--- config.mk ---
export PLATFORM = sky130hd
export DESIGN_NAME = adc_ltc2308_responder
export DESIGN_NICKNAME = d
export VERILOG_FILES = /design/src/rtl/adc_ltc2308_responder.sv
export SDC_FILE = /design/constraint.sdc
export NUM_CORES = 1
export LEC_CHECK = 0
export ABC_AREA = 0
export CAP_MARGIN = 20
export CORE_UTILIZATION = 55
export CTS_CLUSTER_DIAMETER = 200
export CTS_CLUSTER_SIZE = 28
export DETAILED_ROUTE_END_ITERATION = 8
export HOLD_SLACK_MARGIN = 0.08
export PLACE_DENSITY = 0.87
export SLEW_MARGIN = 20
export SYNTH_ARGS = -nofsm -noshare
export SYNTH_HDL_FRONTEND = slang
export SYNTH_SLANG_ARGS = --single-unit
--- constraint.sdc ---
create_clock -name clk -period 2.45 [get_ports clk]
set_input_delay 0.3675 -clock clk [delete_from_list [all_inputs] [get_ports clk]]
set_output_delay 0.3675 -clock clk [all_outputs]
set_load 0.01 [all_outputs]
--- src/rtl/adc_ltc2308_responder.sv ---
// Behavioural stand-in for an LTC2308 ADC: it answers CONVST/SCK/SDI from a host and serves samples over SDO.
// Define ADC_RESP_PROTO_CHECK_EN to add the proto_err / err_count protocol monitor outputs.
module adc_ltc2308_responder #(
   parameter int CONV_CYCLES = 80,
   parameter int SYNC_STAGES = 2
) (
   input  logic        clk,
   input  logic        reset,
   input  logic        adc_convst,
   input  logic        adc_sck,
   input  logic        adc_sdi,
   output logic        adc_sdo,
   output logic        sample_req,
   output logic [2:0]  sample_ch,
   output logic        sample_single,
   output logic        sample_uni,
   input  logic [11:0] sample_data,
   input  logic        sample_valid,
   output logic        busy,
   output logic        frame_done
`ifdef ADC_RESP_PROTO_CHECK_EN
   ,
   output logic        proto_err,
   output logic [7:0]  err_count
`endif
);

   localparam int CW = $clog2(CONV_CYCLES + 1);
   localparam logic [5:0] CFG_DEFAULT = 6'b100010;

   typedef enum logic [1:0] {ST_IDLE, ST_CONV, ST_SHIFT} state_t;

   state_t                 r_state;
   logic [SYNC_STAGES-1:0] r_convst_sync, r_sck_sync, r_sdi_sync;
   logic                   r_convst_d, r_sck_d;
   logic [CW-1:0]          r_cnt;
   logic                   r_got;
   logic [11:0]            r_result;
   logic [3:0]             r_bit_idx;
   logic                   r_sent;
   logic [5:0]             r_shift;
   logic [3:0]             r_shift_cnt;
   logic [5:0]             r_cfg_next, r_cfg_active;
   logic                   r_sdo, r_req, r_busy, r_frame_done;

   logic       w_convst_s, w_sck_s, w_sdi_s;
   logic       w_convst_rise, w_sck_rise, w_sck_fall;
   logic       w_capture, w_start;
   logic [11:0] w_result_final;
   logic [5:0] w_cfg_start;

   assign w_convst_s    = r_convst_sync[SYNC_STAGES-1];
   assign w_sck_s       = r_sck_sync[SYNC_STAGES-1];
   assign w_sdi_s       = r_sdi_sync[SYNC_STAGES-1];
   assign w_convst_rise = w_convst_s & ~r_convst_d;
   assign w_sck_rise    = w_sck_s & ~r_sck_d;
   assign w_sck_fall    = ~w_sck_s & r_sck_d;

   assign w_capture      = (r_state == ST_CONV) && sample_valid && !r_got;
   assign w_result_final = w_capture ? sample_data : r_result;
   assign w_start        = w_convst_rise && (r_state != ST_CONV);
   // A frame only commits a new config once the whole 6-bit word was clocked in.
   assign w_cfg_start    = (r_state == ST_SHIFT && r_shift_cnt >= 4'd6) ? r_shift : r_cfg_next;

   always_ff @(posedge clk) begin
      if (reset) begin
         r_convst_sync <= '0;
         r_sck_sync    <= '0;
         r_sdi_sync    <= '0;
         r_convst_d    <= 1'b0;
         r_sck_d       <= 1'b0;
      end else begin
         r_convst_sync <= (r_convst_sync << 1) | SYNC_STAGES'(adc_convst);
         r_sck_sync    <= (r_sck_sync << 1) | SYNC_STAGES'(adc_sck);
         r_sdi_sync    <= (r_sdi_sync << 1) | SYNC_STAGES'(adc_sdi);
         r_convst_d    <= w_convst_s;
         r_sck_d       <= w_sck_s;
      end
   end

   always_ff @(posedge clk) begin
      if (reset) begin
         r_state      <= ST_IDLE;
         r_cnt        <= '0;
         r_got        <= 1'b0;
         r_result     <= '0;
         r_bit_idx    <= '0;
         r_sent       <= 1'b0;
         r_shift      <= '0;
         r_shift_cnt  <= '0;
         r_cfg_next   <= CFG_DEFAULT;
         r_cfg_active <= CFG_DEFAULT;
         r_sdo        <= 1'b0;
         r_req        <= 1'b0;
         r_busy       <= 1'b0;
         r_frame_done <= 1'b0;
      end else begin
         r_req        <= 1'b0;
         r_frame_done <= 1'b0;
         case (r_state)
            ST_CONV: begin
               if (w_capture) begin
                  r_result <= sample_data;
                  r_got    <= 1'b1;
               end
               if (r_cnt == '0) begin
                  r_state     <= ST_SHIFT;
                  r_busy      <= 1'b0;
                  r_result    <= w_result_final;
                  r_sdo       <= w_result_final[11];
                  r_bit_idx   <= 4'd11;
                  r_sent      <= 1'b0;
                  r_shift     <= '0;
                  r_shift_cnt <= '0;
               end else begin
                  r_cnt <= r_cnt - 1'b1;
               end
            end
            ST_SHIFT: begin
               r_frame_done <= w_convst_rise;
               if (w_sck_rise) begin
                  if (r_shift_cnt < 4'd6)
                     r_shift <= {r_shift[4:0], w_sdi_s};
                  if (r_shift_cnt < 4'd12)
                     r_shift_cnt <= r_shift_cnt + 4'd1;
               end
               if (w_sck_fall && !r_sent) begin
                  if (r_bit_idx == 4'd0) begin
                     r_sent <= 1'b1;
                     r_sdo  <= 1'b0;
                  end else begin
                     r_bit_idx <= r_bit_idx - 4'd1;
                     r_sdo     <= r_result[r_bit_idx - 4'd1];
                  end
               end
            end
            default: ;
         endcase
         // Starting a conversion overrides any same-cycle SHIFT bookkeeping above.
         if (w_start) begin
            r_state      <= ST_CONV;
            r_busy       <= 1'b1;
            r_req        <= 1'b1;
            r_cfg_next   <= w_cfg_start;
            r_cfg_active <= w_cfg_start;
            r_cnt        <= CW'(CONV_CYCLES - 1);
            r_got        <= 1'b0;
            r_result     <= '0;
            r_sdo        <= 1'b0;
         end
      end
   end

   assign adc_sdo       = r_sdo;
   assign sample_req    = r_req;
   assign busy          = r_busy;
   assign frame_done    = r_frame_done;
   assign sample_single = r_cfg_active[5];
   assign sample_ch     = r_cfg_active[4:2];
   assign sample_uni    = r_cfg_active[1];

`ifdef ADC_RESP_PROTO_CHECK_EN
   logic       w_ev_convst, w_ev_sck, w_ev_short, w_ev_noval;
   logic [8:0] w_err_sum;

   assign w_ev_convst = (r_state == ST_CONV) && w_convst_rise;
   assign w_ev_sck    = (r_state == ST_CONV) && (w_sck_rise || w_sck_fall);
   assign w_ev_short  = (r_state == ST_SHIFT) && w_convst_rise && (r_shift_cnt < 4'd6);
   assign w_ev_noval  = (r_state == ST_CONV) && (r_cnt == '0) && !r_got && !sample_valid;
   assign w_err_sum   = {1'b0, err_count} + 9'(w_ev_convst) + 9'(w_ev_sck)
                        + 9'(w_ev_short) + 9'(w_ev_noval);

   always_ff @(posedge clk) begin
      if (reset) begin
         proto_err <= 1'b0;
         err_count <= '0;
      end else begin
         proto_err <= proto_err | w_ev_convst | w_ev_sck | w_ev_short | w_ev_noval;
         err_count <= (w_err_sum > 9'd255) ? 8'd255 : w_err_sum[7:0];
      end
   end
`endif

endmodule

=== Word-level counts from Yosys, hierarchy flattened ===
Index checks and enable logic that the tools add are counted.

* Flip-flop bits (word level): 55
* Latch bits: 0
* Bits in writable memories: 0
* ROM bits: 0
* Bits of input ports: 18
* Memories: 0

* $add $sub $neg: 3
* Multipliers: 0
* Div/mod/pow operators: 0
* Order comparisons: 4
* Eq/ne operators: 11
* Shift operators: 0
* Muxes and demuxes: 33
* Bitwise operators: 11
* Reductions and logical operators: 25

{| class="wikitable"
|+ Operators by type and width
! operator !! number
|-
| two-way mux 4 bit || 6
|-
| two-way mux 6 bit || 4
|-
| two-way mux 7 bit || 3
|-
| case mux 4 bit (2 select lines) || 2
|-
| AND reduction 4 bit || 4
|-
| two-way mux 1 bit || 13
|-
| two-way mux 12 bit || 1
|-
| inequality test 2 x 1 -> 1 bit, second input constant || 6
|-
| case mux 6 bit (2 select lines) || 1
|-
| AND reduction 2 bit || 6
|-
| zero test 7 bit || 1
|-
| subtractor 7 x 1 -> 7 bit, second input constant || 1
|-
| inequality test 2 bit, second input constant || 3
|-
| bitwise OR 2 x 1 -> 2 bit || 3
|-
| nonzero test 2 bit || 3
|-
| logical AND 1 bit || 5
|-
| less-than comparator 4 x 5 -> 1 bit, second input constant || 1
|-
| NOT 1 bit || 5
|-
| adder 4 x 1 -> 4 bit, second input constant || 1
|-
| binary-select mux 1 bit (select 4 bit) || 1
|-
| greater-or-equal comparator 4 x 3 -> 1 bit, second input constant || 1
|-
| zero test 4 bit || 1
|-
| less-than comparator 4 x 3 -> 1 bit, second input constant || 1
|-
| less-than comparator 4 bit, second input constant || 1
|-
| 8 further kinds || 13
|}

=== Depth between registers and ports, before layout ===
Gate-level depths: netlist of the first run.

* Depth in word-level cells: 6
* Gate-level depth with buffers: 9
* Gate-level depth less buffers: 7

=== Worst setup path after synthesis of the first run ===
OpenSTA, ideal clock, no wires.

* Path kind: flip-flop to flip-flop
* From: register busy (netlist name)
* To: register r_cfg_active[5]
* Library setup time: 120 ps
* Arrival: 1646 ps
* Required time: 2330 ps
* Setup slack: 684 ps
* Stages on the path, launching flop included: 8
* Buffers on the path: 1
* Path through: dfxtp_1 > ha_1 > buf_4 > nor3b_1 > nand2_1 > a21oi_4 > nor2b_1 > a211o_1

{| class="wikitable"
|+ RTL lines
! item !! line !! source
|-
| end signal: assignment || 145 || <nowiki>r_cfg_active <= w_cfg_start;</nowiki>
|-
| end: declaration || 43 || <nowiki>logic [5:0] r_cfg_next, r_cfg_active;</nowiki>
|}

=== Final worst setup path of the first run ===
* From: register r_state[1]
* To: register r_cfg_active[5]

* Longest elaborated chain between the ends: 3
* Elaborated cells on any way between the ends: 5
* Classes of those cells: 2 x eq/ne; 3 x reduce/logical

{| class="wikitable"
|+ Ends and longest elaborated chain
! item !! line !! source
|-
| start: declaration || 33 || <nowiki>state_t r_state;</nowiki>
|-
| start signal: assignment || 83 || <nowiki>r_state <= ST_IDLE;</nowiki>
|-
| start signal: assignment || 107 || <nowiki>r_state <= ST_SHIFT;</nowiki>
|-
| start signal: assignment || 141 || <nowiki>r_state <= ST_CONV;</nowiki>
|-
| inequality test 2 x 1 -> 1 bit / equality test 2 bit (equally long branches) || 61, 63 ||
|-
| logical AND 1 bit (on tied branches) || 61, 63 ||
|-
| AND reduction 2 bit (no source line) (*) || n/a ||
|}

Mark *: on every way between the ends. The rest lies on a longest branch, timed or not.
A chain may end at the register's enable or synchronous reset.

==> qor.yml, run 1 <==
min_path:
  holdPathStages: 1
  hp-class: "reg2reg"
power_and_ir_drop:
  clkPwrFrac_pct: 30.0
  seqPwrFrac_pct: 56.6
  swShare_pct: 24.81
  ir_drop_mv: 0.4019
  p_per_area_nw_per_um2: 606.1
  total_leakage_power_nw: 0.9448
  power_frac_comb_pct: 13.4
  p_int_mw: 1.217
  p_switching_mw: 0.4017
sta:
  grt_setup_unrepaired: "no"
  final_hold_viol_count: 0
  fmax_ghz: 0.5139
  fin_crit_ns: 1.946
  relSlewSlack_pct: 63.35
  fin_crit_sh_pct: 79.43
  tns_ns: 0
  skew_ns: 0.006178
  drv_slew: 0
  setup_violations: 0
  worstMarginPinSlew_ns: 0.5484
cells_and_area:
  fin_cells: 327
  final_common_cell: "dfxtp_1"
  antennaDiodeCount: 0
  drive_gt1_share_pct: 9.319
  area_delta_synth_final_pct: 18.02
  final_cell_mix: "53 x dfxtp_1, 38 x nand2_1, 31 x a21oi_1"
  num-nets-final: 304
  fin_area_um2: 2671
global_routing:
  overflow: 0
  grt_usage_pct: 22.66
  grt_pass1_vias: 1722
  grt_start_max_net_pins: 31
  grt_pass1_wl_um: 7617
  antenna_found_initial: 0
floorplanning:
  initial_utilization_pct: 59.58
  die-height_um: 66.15
  rows: 22
  die_w_um: 66.15
  die-area_um2: 4376
  core_area_um2: 3799
  io_pins: 27
critical_path:
  path_depth: 7
  path_max_fanout: 8
  cp.arrival_ns: 2.14
  cp-start-kind: "register"
  slowest_stage: "nor3b_1"
  crit_type: "reg2reg"
  path_buf_inv: 1
  critPathRequiredTime_ns: 2.65
  path_cells: "inv_1 -> ha_1 -> nor3b_1 -> nand2_1 -> a21oi_4 -> nor2b_1 -> a211o_1"
  max_stage_delay_ns: 0.38
  crit_family: "simple AND/OR/NAND/NOR gates"
  rr_worst_depth: 7
  worst_setup_path_end_kind: "register"
synth:
  synth_nets: 276
  ys_seq_area_share_pct: 46.88
  yosys_warnings: 0
  synth_ff_type: "dfxtp_1"
  synth_cells: 251
  synthTopCellsByArea: "dfxtp_1 47%, a21oi_1 6.9%, nand2_1 6.3%"
  async_reset_ff_share_pct: 0
  synth_top_area_share_pct: 46.88
  ys_types: 41
  ys_ff_latch: 53
  syn_area_per_cell_um2: 9.018
  synth_edf_count: 0
  yosysTopAreaCell: "dfxtp_1"
  synth_area_um2: 2263
detailed_routing:
  drt_iter0_drc: 93
  drt.antenna.violating_nets: 0
  wl_per_cell_um: 13.25
  drc: 0
  vias: 1790
  first_pass_iters: 4
  totalWireLength_um: 4334
  routed_via_density: 5.474
placed_design:
  dpl_cell_area_um2: 2581
  gp_congestion: 0.7743
  dp_hpwl_um: 3201
  numPortBuffers: 26
  dp_cells: 320
clock_tree:
  clockBufferDepth: 2
  ctsResizeCount: 0
  postCtsHoldBufs: 0
  cts-root-buf: "clkbuf_8"
  cts_setup_buffers: 0
  cts.sinks: 53
  htree_levels: 2
  path_clk_slew_ns: 0.09
  tritoncts: "yes"
  cts_inserted_buffers: 5
  clk_latency_ns: 0.30
run:
  cap_violations: 0
status:
  status: "complete, no violations"
[registers in the layout, indices dropped and copies added, names as in the netlist, 2 cells and up]
| name | cells |
|---|---|
| r_sck_sync | 2 |
| r_shift_cnt | 4 |
| r_bit_idx | 4 |
| r_shift | 6 |
| r_result | 12 |
| r_cfg_active | 5 |
| r_sdi_sync | 2 |
| r_cnt | 7 |
| r_convst_sync | 2 |
[synthesized netlist by cell type (2+ instances only)]
master and n:
nand4_1 2, mux4_2 3, o21ai_0 4, nor4b_1 2
a221oi_1 2, nand3_1 12, xor2_1 5, nor3_1 6
a31oi_1 2, xnor2_1 3, nor2b_1 11, inv_1 14
a211oi_1 3, a21o_2 2, nor2_4 2, nor2_1 16
nor3b_1 2, clkbuf_1 7, nand2_1 38, buf_2 2
ha_1 7, mux2i_1 5, dfxtp_1 53, a21oi_1 31
[metrics by stage]
step / hold WS [ns] / worst slack [ns] / total power [mW] / utilization, %
after floorplan: 0.4138 / 0.6839 / 1.081 / -
after global placement: 0.4169 / 0.5725 / 1.144 / 67.95
after detailed placement: 0.4330 / 0.5250 / 1.153 / 67.95
after CTS: 0.4550 / 0.5020 / 1.632 / 70.32
after global routing: 0.4719 / 0.3535 / 1.697 / 70.32
final: 0.4514 / 0.5039 / 1.619 / 70.32
[cell families after synthesis]
family                     count (synthesis)  share of synthesized area [%]
adders and majority gates                  7                          3.869
DFF                                       53                          46.88
muxes                                      9                          5.694
AOI/OAI and AO/OA                         52                          15.04
and+or+nand+nor                           97                          21.01
buffers and inverters                     25                          4.423
xor gates and xnor gates                   8                          3.096
[area by class of cell]
type	instances	area, µm²
Fill cell	303	1127
Tap cell	48	60.06
Sequential cell	53	1061
Timing Repair Buffer	32	305.3
Clock inverter	1	7.507
Clock buffer	6	82.58
Multi-Input combinational cell	173	1102
Inverter	14	52.55
[power by group through the flow]
| stage | Clock [mW] | Combinational [mW] | Sequential [mW] |
|---|---|---|---|
| after global placement | 0 | 0.210 | 0.934 |
| after detailed placement | 0 | 0.217 | 0.936 |
| after CTS | 0.497 | 0.218 | 0.916 |
| after global routing | 0.532 | 0.244 | 0.921 |
| final | 0.486 | 0.217 | 0.916 |
| after floorplan | 0 | 0.152 | 0.928 |
[metal layers]
layer / global-route usage (%) / up-vias / share of wire (%)
met1: 28.46 / 839 / 46
met2: 38.27 / 32 / 50
li1: - / 914 / -
met4: 9.043 / 0 / 1.1
met5: 0 / - / 0
met3: 3.966 / 5 / 3.3
[final timing paths]
| check | from | endpoint | slack (ns) |
|---|---|---|---|
| max | r_state[1] | r_cfg_active[5] | 0.50 |
| min | r_sdi_sync[0] | r_sdi_sync[1] | 0.45 |
| min reg2reg | r_sdi_sync[0] | r_sdi_sync[1] | 0.45 |
| max reg2reg | r_state[1] | r_cfg_active[5] | 0.50 |
(Power assumes the default switching activity.)
==> run 2, diff against run 1 <==
==> constraint.sdc (replaced) <==
create_clock -name clk -period 2 [get_ports clk]
set_input_delay 0.3 -clock clk [delete_from_list [all_inputs] [get_ports clk]]
set_output_delay 0.3 -clock clk [all_outputs]
set_load 0.01 [all_outputs]
==> qor.yml, run 2 (synthesis gave the netlist of run 1 again) <==
global_routing:
  grt_start_max_net_pins: 31  # unchanged
  grt_pass1_vias: 1757  # +2.0%
  grt_usage_pct: 23.32  # +0.66 points
  overflow: 0  # unchanged
  grt_pass1_wl_um: 7610  # about the same
  antenna_found_initial: 0  # unchanged
critical_path:
  path_cells: "inv_1 -> ha_1 -> nor2b_1 -> a41oi_4 -> or3_4 -> a221oi_1"
  slowest_stage: "or3_4"
  reg2reg_to: "r_bit_idx[1]"
  r2r-start: "r_state[1]"
  endpoint: "r_bit_idx[1]"
  worst_setup_path_end_kind: "register"
  max_stage_delay_ns: 0.46  # +0.08 ns
  cp-start-kind: "register"
  path_buf_inv: 1  # unchanged
  r2r_slack_ns: 0.13  # -0.38 ns
  path_max_fanout: 8  # unchanged
  critPathRequiredTime_ns: 2.21  # -0.44 ns
  worstSetupStartpoint: "r_state[1]"
  path_depth: 6  # -1
  crit_family: "simple AND/OR/NAND/NOR gates"
  rr_worst_depth: 6  # -1
  crit_type: "reg2reg"
  cp.arrival_ns: 2.09  # -0.05 ns
cells_and_area:
  fill_cells: 276  # -8.9%
  final_cell_mix: "53 x dfxtp_1, 38 x nand2_1, 30 x a21oi_1"
  largest_register_ffs: 12  # unchanged
  area_delta_synth_final_pct: 21.72
  reg_top3: "r_result x12, r_cnt x7, r_shift x6"
  final_common_cell: "dfxtp_1"
  drive_gt1_share_pct: 11.58  # +2.3 points
  antennaDiodeCount: 0  # unchanged
  num-nets-final: 309  # +1.6%
  top_register: "r_result"
power_and_ir_drop:
  total_leakage_power_nw: 0.9882  # +4.6%
  p_total_mw: 2.148  # +33%
  ir_drop_mv: 0.6552  # +63%
  p_per_area_nw_per_um2: 779.8  # +29%
clock_tree:
  cts-root-buf: "clkbuf_8"
  clk_latency_ns: 0.31  # about the same
  cts_inserted_buffers: 5  # unchanged
  ctsResizeCount: 0  # unchanged
  htree_levels: 2  # unchanged
  path_clk_slew_ns: 0.09  # about the same
  cts_setup_buffers: 0  # unchanged
  cts.sinks: 53  # unchanged
  postCtsHoldBufs: 0  # unchanged
  clockBufferDepth: 2  # unchanged
  tritoncts: "yes"
sta:
  worst_slack_ns: 0.1282  # -0.3757 ns
  skew_ns: 0.005792  # -0.0003856 ns
  worstMarginPinSlew_ns: 0.4597  # -0.08868 ns
  holdWs_ns: 0.4347  # -0.01669 ns
  final_hold_viol_count: 0  # unchanged
  setup_violations: 0  # unchanged
  fin_crit_ns: 1.872  # -0.07430 ns
  relSlewSlack_pct: 69.03  # +5.7 points
  tns_ns: 0  # unchanged
  drv_slew: 0  # unchanged
  grt_setup_unrepaired: "no"
  fmax_ghz: 0.5343  # +4.0%
  fin_crit_sh_pct: 93.59  # +14 points
floorplanning:
  die-height_um: 66.15  # unchanged
  die_w_um: 66.15  # unchanged
  die-area_um2: 4376  # unchanged
  io_pins: 27  # unchanged
  core_area_um2: 3799  # unchanged
  rows: 22  # unchanged
  initial_utilization_pct: 59.58  # unchanged
placed_design:
  numPortBuffers: 26  # unchanged
  dp_hpwl_um: 3117  # -2.6%
  gp_congestion: 0.7671  # -0.93%
  pre_cts_ws_ns: 0.1456  # -0.3795 ns
detailed_routing:
  wl_per_cell_um: 13.14  # -0.83%
  totalWireLength_um: 4377  # +0.99%
  routed_via_density: 5.498  # +0.45%
  drt.antenna.violating_nets: 0  # unchanged
  first_pass_iters: 4  # unchanged
  drc: 0  # unchanged
  vias: 1831  # +2.3%
  drt_iter0_drc: 91  # -2.2%
min_path:
  holdPathStages: 1  # unchanged
  hp-class: "reg2reg"
run:
  cap_violations: 0  # unchanged
status:
  status: "complete, no violations"
[run 2: cell count changes in the layout (fill, tap and decap cells not counted), sizes merged]
cell,previous run,this run
buf,6,11
bufinv,0,1
[run 2: how the worst min path moves through the flow]
stage                     startpoint                to  slack, ns
floorplan                      reset        r_convst_d       0.38
global placement       r_sdi_sync[0]     r_sdi_sync[1]       0.42
detailed placement  r_convst_sync[0]  r_convst_sync[1]       0.42
CTS                 r_convst_sync[0]  r_convst_sync[1]       0.44
global route           r_sck_sync[0]     r_sck_sync[1]       0.45
finish                 r_sck_sync[0]     r_sck_sync[1]       0.43
[run 2: final cells by class]
class	count	area, µm²	share of cell area (%)
multi-input cells	173	1106	40.15
flip-flops and latches	53	1061	38.51
repair buffers	37	355.3	12.90
clock buffers	6	82.58	2.997
well taps	48	60.06	2.180
inverters	14	52.55	1.907
clock inverters	2	37.54	1.362
[run 2: per-stage QoR]
stage	utilization, %	cells	instance area (µm²)
after floorplan	-	251	2263
after global placement	69.27	325	2631
after detailed placement	69.27	325	2631
after CTS	72.43	333	2751
after global routing	72.53	333	2755
final	72.53	333	2755
[run 2: power by group]
part | total, mW | switching [mW] | internal, mW
clock network | 0.745 | 0.338 | 0.407
registers | 1.12 | 0.0266 | 1.09
logic | 0.286 | 0.147 | 0.139
[run 2: metal layers]
metal	part of all wire, %	track usage [%]
met3	5.3	7.069
met2	46	36.99
met5	0	0
met4	1.8	11.44
met1	47	28.56
==> run 3, diff against run 2 <==
--- a/config.mk
+++ b/config.mk
@@ -13,6 +13,7 @@
 export DETAILED_ROUTE_END_ITERATION = 8
 export HOLD_SLACK_MARGIN = 0.08
 export PLACE_DENSITY = 0.87
+export SKIP_LAST_GASP = 1
 export SLEW_MARGIN = 20
 export SYNTH_ARGS = -nofsm -noshare
 export SYNTH_HDL_FRONTEND = slang
==> results of run 3 <==
Same layout as run 2: the final DEF is identical, and so are final timing and power.
